===== src/rtl/multicycle_control_if.sv =====
// multicycle_control_if: control-unit bus; master = control unit (instr fields/flags in, enables/selects out), slave = datapath
interface multicycle_control_if;
  logic [6:0] instr_op;
  logic [2:0] instr_funct3;
  logic       instr_funct7b5;
  logic       zero;
  logic       lt;
  logic       ltu;
  logic       pc_write;
  logic       ir_write;
  logic       adr_src;
  logic       mem_write;
  logic [2:0] mem_funct3;
  logic       reg_write;
  logic [1:0] result_src;
  logic [1:0] alu_src_a;
  logic [1:0] alu_src_b;
  logic [3:0] alu_control;
  logic [2:0] imm_src;
  logic       illegal;
  modport master (
    input  instr_op, instr_funct3, instr_funct7b5, zero, lt, ltu,
    output pc_write, ir_write, adr_src, mem_write, mem_funct3, reg_write,
           result_src, alu_src_a, alu_src_b, alu_control, imm_src, illegal
  );
  modport slave (
    output instr_op, instr_funct3, instr_funct7b5, zero, lt, ltu,
    input  pc_write, ir_write, adr_src, mem_write, mem_funct3, reg_write,
           result_src, alu_src_a, alu_src_b, alu_control, imm_src, illegal
  );
endinterface


===== src/rtl/multicycle_control.sv =====
// multicycle_control: RV32I multicycle control FSM; ports clk, reset (async active-low), bus (master side of multicycle_control_if)
module multicycle_control (
  input logic clk,
  input logic reset,
  multicycle_control_if.master bus
);
  typedef enum logic [3:0] {
    FETCH, IRLOAD, DECODE, MEMADR, MEMREAD, MEMWB, MEMWRITE,
    EXECR, EXECI, ALUWB, BRANCH, JAL, JALR, JALR2
  } state_t;
  localparam logic [6:0] OP_LOAD = 7'b0000011, OP_STORE = 7'b0100011, OP_R = 7'b0110011,
    OP_I = 7'b0010011, OP_LUI = 7'b0110111, OP_BR = 7'b1100011, OP_JAL = 7'b1101111,
    OP_JALR = 7'b1100111, OP_AUIPC = 7'b0010111, OP_FENCE = 7'b0001111;
  state_t state, state_next;
  logic [6:0] op;
  logic [2:0] f3;
  logic alt, taken, legal;
  logic [3:0] alu_dec;
  assign op = bus.instr_op;
  assign f3 = bus.instr_funct3;
  assign legal = op inside {OP_LOAD, OP_STORE, OP_R, OP_I, OP_LUI, OP_BR, OP_JAL, OP_JALR, OP_AUIPC, OP_FENCE};
  // funct7b5 picks sub only for register ops; it picks sra for both shift forms
  assign alt = bus.instr_funct7b5 & (state == EXECR | f3 == 3'b101);
  assign taken = f3[2:1] == 2'b00 ? bus.zero ^ f3[0] :
                 f3[2:1] == 2'b10 ? bus.lt ^ f3[0] :
                 f3[2:1] == 2'b11 ? bus.ltu ^ f3[0] : 1'b0;
  assign bus.imm_src = op inside {OP_LOAD, OP_I, OP_JALR} ? 3'b000 :
                       op == OP_STORE ? 3'b001 :
                       op == OP_BR ? 3'b010 :
                       op == OP_JAL ? 3'b011 :
                       op inside {OP_LUI, OP_AUIPC} ? 3'b100 : 3'b000;
  always_comb begin
    case (f3)
      3'b000:  alu_dec = alt ? 4'd1 : 4'd0;
      3'b001:  alu_dec = 4'd2;
      3'b010:  alu_dec = 4'd3;
      3'b011:  alu_dec = 4'd4;
      3'b100:  alu_dec = 4'd5;
      3'b101:  alu_dec = alt ? 4'd7 : 4'd6;
      3'b110:  alu_dec = 4'd8;
      default: alu_dec = 4'd9;
    endcase
  end
  always_ff @(posedge clk or negedge reset)
    if (!reset) state <= FETCH;
    else state <= state_next;
  always_comb begin
    state_next = FETCH;
    case (state)
      FETCH:   state_next = IRLOAD;
      IRLOAD:  state_next = DECODE;
      DECODE:
        case (op)
          OP_LOAD, OP_STORE: state_next = MEMADR;
          OP_R:              state_next = EXECR;
          OP_I, OP_LUI:      state_next = EXECI;
          OP_BR:             state_next = BRANCH;
          OP_JAL:            state_next = JAL;
          OP_JALR:           state_next = JALR;
          OP_AUIPC:          state_next = ALUWB;
          default:           state_next = FETCH;
        endcase
      MEMADR:  state_next = op == OP_LOAD ? MEMREAD : MEMWRITE;
      MEMREAD: state_next = MEMWB;
      EXECR, EXECI, JAL, JALR2: state_next = ALUWB;
      JALR:    state_next = JALR2;
      default: state_next = FETCH;
    endcase
  end
  always_comb begin
    bus.pc_write = 1'b0;
    bus.ir_write = 1'b0;
    bus.adr_src = 1'b0;
    bus.mem_write = 1'b0;
    bus.mem_funct3 = 3'b010;
    bus.reg_write = 1'b0;
    bus.result_src = 2'b00;
    bus.alu_src_a = 2'b00;
    bus.alu_src_b = 2'b00;
    bus.alu_control = 4'd0;
    bus.illegal = 1'b0;
    case (state)
      IRLOAD: begin
        bus.ir_write = 1'b1;
        bus.pc_write = 1'b1;
        bus.alu_src_b = 2'b10;
        bus.result_src = 2'b10;
      end
      DECODE: begin
        bus.alu_src_a = 2'b01;
        bus.alu_src_b = 2'b01;
        bus.illegal = !legal;
      end
      MEMADR: begin
        bus.alu_src_a = 2'b10;
        bus.alu_src_b = 2'b01;
      end
      MEMREAD: begin
        bus.adr_src = 1'b1;
        bus.mem_funct3 = f3;
      end
      MEMWB: begin
        bus.reg_write = 1'b1;
        bus.result_src = 2'b01;
      end
      MEMWRITE: begin
        bus.adr_src = 1'b1;
        bus.mem_write = 1'b1;
        bus.mem_funct3 = f3;
      end
      EXECR: begin
        bus.alu_src_a = 2'b10;
        bus.alu_control = alu_dec;
      end
      EXECI: begin
        bus.alu_src_a = op == OP_LUI ? 2'b11 : 2'b10;
        bus.alu_src_b = 2'b01;
        bus.alu_control = op == OP_LUI ? 4'd0 : alu_dec;
      end
      ALUWB: bus.reg_write = 1'b1;
      BRANCH: begin
        bus.alu_src_a = 2'b10;
        bus.alu_control = 4'd1;
        bus.pc_write = taken;
      end
      JAL, JALR2: begin
        bus.pc_write = 1'b1;
        bus.alu_src_a = 2'b01;
        bus.alu_src_b = 2'b10;
      end
      JALR: begin
        bus.alu_src_a = 2'b10;
        bus.alu_src_b = 2'b01;
      end
      default: ;
    endcase
  end
endmodule


===== src/flat_wrapper.sv =====
// flat-port wrapper written by rule: the top's interface ports become plain ports
module multicycle_control_flat 
  (clk, reset, bus_instr_op, bus_instr_funct3, bus_instr_funct7b5, bus_zero, bus_lt, bus_ltu, bus_pc_write, bus_ir_write, bus_adr_src, bus_mem_write, bus_mem_funct3, bus_reg_write, bus_result_src, bus_alu_src_a, bus_alu_src_b, bus_alu_control, bus_imm_src, bus_illegal);
  multicycle_control_if bus_i ();
  input logic clk;
  input logic reset;
  input wire logic [$bits(bus_i.instr_op)-1:0] bus_instr_op;
  input wire logic [$bits(bus_i.instr_funct3)-1:0] bus_instr_funct3;
  input wire logic [$bits(bus_i.instr_funct7b5)-1:0] bus_instr_funct7b5;
  input wire logic [$bits(bus_i.zero)-1:0] bus_zero;
  input wire logic [$bits(bus_i.lt)-1:0] bus_lt;
  input wire logic [$bits(bus_i.ltu)-1:0] bus_ltu;
  output wire logic [$bits(bus_i.pc_write)-1:0] bus_pc_write;
  output wire logic [$bits(bus_i.ir_write)-1:0] bus_ir_write;
  output wire logic [$bits(bus_i.adr_src)-1:0] bus_adr_src;
  output wire logic [$bits(bus_i.mem_write)-1:0] bus_mem_write;
  output wire logic [$bits(bus_i.mem_funct3)-1:0] bus_mem_funct3;
  output wire logic [$bits(bus_i.reg_write)-1:0] bus_reg_write;
  output wire logic [$bits(bus_i.result_src)-1:0] bus_result_src;
  output wire logic [$bits(bus_i.alu_src_a)-1:0] bus_alu_src_a;
  output wire logic [$bits(bus_i.alu_src_b)-1:0] bus_alu_src_b;
  output wire logic [$bits(bus_i.alu_control)-1:0] bus_alu_control;
  output wire logic [$bits(bus_i.imm_src)-1:0] bus_imm_src;
  output wire logic [$bits(bus_i.illegal)-1:0] bus_illegal;
  assign bus_i.instr_op = bus_instr_op;
  assign bus_i.instr_funct3 = bus_instr_funct3;
  assign bus_i.instr_funct7b5 = bus_instr_funct7b5;
  assign bus_i.zero = bus_zero;
  assign bus_i.lt = bus_lt;
  assign bus_i.ltu = bus_ltu;
  assign bus_pc_write = bus_i.pc_write;
  assign bus_ir_write = bus_i.ir_write;
  assign bus_adr_src = bus_i.adr_src;
  assign bus_mem_write = bus_i.mem_write;
  assign bus_mem_funct3 = bus_i.mem_funct3;
  assign bus_reg_write = bus_i.reg_write;
  assign bus_result_src = bus_i.result_src;
  assign bus_alu_src_a = bus_i.alu_src_a;
  assign bus_alu_src_b = bus_i.alu_src_b;
  assign bus_alu_control = bus_i.alu_control;
  assign bus_imm_src = bus_i.imm_src;
  assign bus_illegal = bus_i.illegal;
  multicycle_control u_core (.clk(clk), .reset(reset), .bus(bus_i));
endmodule

===== config.mk =====
export PLATFORM = sky130hd
export DESIGN_NAME = multicycle_control_flat
export DESIGN_NICKNAME = d
export VERILOG_FILES = /design/src/rtl/multicycle_control_if.sv /design/src/rtl/multicycle_control.sv /design/src/flat_wrapper.sv
export SDC_FILE = /design/constraint.sdc
export NUM_CORES = 1
export LEC_CHECK = 0
export ABC_AREA = 0
export CAP_MARGIN = 20
export CORE_MARGIN = 8
export CORE_UTILIZATION = 46
export CTS_BUF_LIST = sky130_fd_sc_hd__clkbuf_8
export CTS_CLUSTER_DIAMETER = 100
export DETAILED_ROUTE_END_ITERATION = 10
export PLACE_DENSITY = 0.84
export SYNTH_ARGS = -nofsm -noshare
export SYNTH_HDL_FRONTEND = slang
export SYNTH_SLANG_ARGS = --single-unit
export TNS_END_PERCENT = 100

===== constraint.sdc =====
create_clock -name clk -period 2.77 [get_ports clk]
set_input_delay 0.554 -clock clk [delete_from_list [all_inputs] [get_ports clk]]
set_output_delay 0.554 -clock clk [all_outputs]
set_load 0.02 [all_outputs]

* After elaboration in Yosys (flattened, before gate mapping)
Cells that the tools add are included.
W data, S select, Z words.
** Word-level totals
- Flip-flop bits (word level) :: 4
- Input bits :: 16
- Output and inout bits :: 22
- Logic and storage cells :: 80
** Cells by class
- Equal/unequal tests :: 31
- Mux-type cells :: 27
- Bitwise logic cells :: 5
- Reduce and logical (&&, ||, !) cells :: 16
** Operators with widths (number)
- $pmux W4 S7 :: 3
- $eq A4 B4 Y1 const B :: 6
- $eq A7 B6 Y1 const B :: 3
- $eq A7 B7 Y1 const B :: 3
- $mux W3 :: 6
- $eq A4 B3 Y1 const B :: 4
- $eq A7 B5 Y1 const B :: 2
- $pmux W4 S3 :: 1
- $reduce_or A4 Y1 :: 3
- $mux W1 :: 11
- $reduce_bool A10 Y1 :: 1
- $eq A3 B3 Y1 const B :: 3
- $eq A4 B2 Y1 const B :: 2
- $pmux W2 S2 :: 2
- $reduce_or A2 Y1 :: 4
- $eq A7 B2 Y1 const B :: 1
- $eq A7 B4 Y1 const B :: 1
- $eq A3 B2 Y1 const B :: 2
- $pmux W2 S3 :: 1
- $reduce_or A3 Y1 :: 2
- $eq A2 B2 Y1 const B :: 2
- $eq A4 B1 Y1 const B :: 1
- $logic_not A4 Y1 :: 1
- $mux W4 :: 1
- other kinds (11) :: 13

* Longest topological paths before layout
- Word-level depth :: 7
- Mapped depth :: 5
- Mapped depth without buffers :: 4

* Least setup slack after synthesis
No wires, ideal clock.
- Path type :: input to output
- Start point :: input port bus_instr_op[1]
- End point :: output port bus_illegal
- Arrival :: 1686 ps
- Setup slack :: 530 ps
- Stages :: 4
- Path buffers :: 0
- Cell sequence :: and2_1 and3_4 a22o_1 a211oi_1
** On the way
- Cells in the longest elaborated chain, start to end :: 4
- Elaborated cells between the ends (all ways) :: 13
- Those cells by class :: 10 x eq/ne; 1 x mux; 2 x reduce/logical
** Ends and longest elaborated chain
- from (decl) :: RTL line flat_wrapper.sv:7 : input wire logic [$bits(bus_i.instr_op)-1:0] bus_instr_op;
- $eq A7 B2 Y1, or another cell as far along :: RTL line multicycle_control.sv:21 : assign legal = op inside {OP_LOAD, OP_STORE, OP_R, OP_I, OP_LUI, OP_BR, OP_JAL, OP_JALR, OP_AUIPC, OP_FENCE};
- $reduce_bool A10 Y1 * :: RTL line multicycle_control.sv:21
- $logic_not A1 Y1 * :: RTL line multicycle_control.sv:92 : bus.illegal = !legal;
- $mux W1 * :: RTL line multicycle_control.sv:82 : case (state)
- to (decl) :: RTL line flat_wrapper.sv:24 : output wire logic [$bits(bus_i.illegal)-1:0] bus_illegal;
Mark *: on every way between the ends. The rest lies on a longest branch, timed or not.

* Worst setup path in the final report
- Start point :: input port bus_instr_op[1]
- End point :: output port bus_alu_control[3]
** On the way
- Cells in the longest elaborated chain, start to end :: 3
** Ends and longest elaborated chain
- $eq A7 B6 Y1 :: RTL line multicycle_control.sv:118 : bus.alu_control = op == OP_LUI ? 4'd0 : alu_dec;
- $mux W4 :: RTL line multicycle_control.sv:118
- $pmux W4 S3 :: RTL line multicycle_control.sv:82
- to (decl) :: RTL line flat_wrapper.sv:22 : output wire logic [$bits(bus_i.alu_control)-1:0] bus_alu_control;
Every way passes these cells.

==> results.cfg <==
[synth]
synthArstFlopShare_pct = 100
synth_edf_count = 0
netlist_instances = 126
synth_most_common_cell = nand2_1
synth_area_um2 = 857
ys.flop_type = dfrtp_1
synth_largest_area_cell = dfrtp_1
yosysSeqAreaShare_pct = 11.7
yosysUniqueCellTypes = 46
synth_area_per_cell_um2 = 6.80
yosys-top-cells-area = dfrtp_1, nand2_1, nor2_1
synth_nets = 142
synth_common_cells = nand2_1, nor2_1, a21oi_1
synth_top_area_share_pct = 11.7
ys_ff_latch = 4
ys_warn_count = 0

[routing]
drt_iter0_drc = 17
wl_per_cell_um = 14.2
via_count = 1111
post_drt_via_cell_ratio = 5.50
drtAntennaViolNets = 0
drc_errors = 0
drt-pass1-iter-count = 4
drt_wl_total_um = 2870

[grt]
grt_pass1_wl_um = 4560
antenna_found_initial = 0
first_global_vias = 1051
grt_overflow = 0
grt_max_degree = 13
grt_usage_pct = 16.4

[worst_setup_path]
required_ps = 2220
r2r-start = u_core.state[3]$_DFF_PN0_
startpoint = bus_instr_op[1]
arrival_ps = 2120
crit_fanout = 3
cp-start-kind = primary input
worst-setup-path-type = primary input to primary output
end_kind = primary output

[floorplanning]
fp.dieH_um = 59.2
start_util_pct = 49.1
core_um2 = 1750
std_cell_rows = 15
die_w_um = 59.2
die_area_um2 = 3500
ios = 38

[sta]
slew_viol_final = 0
min_period_ps = 2680
rsz0062_at_grt = false
fin_ws_ps = 93.5
slew_headroom_pct = 66.2
setup_violations = 0
fmax_mhz = 374
fin_crit_sh_pct = 96.6
tns_ps = 0
worstMarginPinSlew_ps = 506
hold_viol_final = 0
whs_ps = 538
finalClockSkew_ps = 0.422

[final_layout]
antenna_cells = 0
area_growth_pct = 64.5
drive_above_1_share_pct = 22.0
utilization_pct = 80.8
n_fill_cell = 141
largest_register_ffs = 4
top_regs = u_core.state x4
top_register = u_core.state
finalNetCount = 195

[place]
place_ws_ps = -309
dpl.hpwl_um = 2390
place.gp.congestion = 0.884
io_buffers = 37

[clock_tree]
path_clk_slew_ps = 30
worstSkewPairLatency_ps = 220
cts_setup_buffers = 0
cts_buffers = 3
root_buffer = clkbuf_8
clkSinkCount = 4
cts_htree_levels = 1
cts_tree = built
clock_path_buffers = 2

[power]
power_leakage_nw = 0.602
peakVddDrop_v = 0.000684
p_per_area_nw_per_um2 = 706

[flow_run]
cap_violations = 0

[worst_hold_path]
hold_class = primary input to async pin

[run_status]
status = completed
-- metal layers --
layer | wire length [um] | track usage [%]
met1 | 1210 | 17.7
met2 | 1420 | 29.6
met3 | 206 | 5.86
met4 | 32 | 3.41
met5 | 0 | 0
-- cell type report --
type / instances / area [um2] / area share (%)
multi-input combinational: 105 / 688 / 48.8
timing repair buffer: 60 / 531 / 37.6
sequential: 4 / 100 / 7.10
clock buffer: 3 / 41.3 / 2.93
tap: 25 / 31.3 / 2.22
inverter: 5 / 18.8 / 1.33
-- worst paths after layout --
check / to / slack (ps) / cells past startpoint
min in group clk: u_core.state[2]$_DFF_PN0_ / 710 / 2
max: bus_alu_control[3] / 90 / 7
max in group asynchronous: u_core.state[1]$_DFF_PN0_ / 2070 / 1
min reg2reg: u_core.state[2]$_DFF_PN0_ / 710 / 2
max reg2reg: u_core.state[0]$_DFF_PN0_ / 1270 / 5
min: u_core.state[0]$_DFF_PN0_ / 540 / 1
-- kinds of logic (layout without fill, tap and decap cells) --
group	after synthesis	in the layout	share of synthesized area (%)
muxes	3	3	3.50
and+or+nand+nor	62	62	40.6
xor gates and xnor gates	2	2	2.04
DFF	4	4	11.7
buffers and inverters	17	68	9.78
AOI/OAI and AO/OA	38	38	32.4
-- where the power goes --
group,internal (mW),switching [mW]
combinational,0.324,0.407
clock,0.0927,0.0310
sequential,0.0837,0.0570
-- worst max-delay path, stage by stage --
cell             delay, ps
clkdlybuf4s50_1        470
and2_1                 160
buf_4                  130
nand4_1                170
a31oi_4                250
nor2_1                  70
dlygate4sd2_1          320
-- layout by cell type, fill, tap and decap left out, types with 2 or more instances in the layout --
cell             instances
nand3_1                  3
a41oi_1                  2
nor2_1                  13
xnor2_1                  2
dlymetal6s2s_1           2
a211oi_1                 4
and2_1                   2
clkbuf_8                 3
or2_2                    2
or3_1                    2
nand3b_1                 2
mux2i_1                  3
nand2b_1                 6
a21oi_1                  8
clkdlybuf4s50_1         24
nor2b_1                  5
inv_1                    4
dlygate4sd2_1           10
o21ai_1                  3
o2bb2ai_1                2
nand2_1                 14
dfrtp_1                  4
nor3_1                   4
and3_4                   2
o21ai_0                  5
buf_4                   23
-- metrics by stage --
step	area, um2	power [mW]	instances
floorplan	857	0.580	126
global placement	1370	0.864	199
detailed placement	1370	0.884	199
CTS	1400	0.992	202
global route	1410	1.07	202
finish	1410	0.996	202
-- what timing repair did --
item                                    4_1_cts  5_1_grt
resized for setup                            12        5
hold buffers                                  0        0
endpoints found under the setup margin       10        6
pin swaps                                     1        2
No activity file was read; power rests on OpenSTA's default activity.
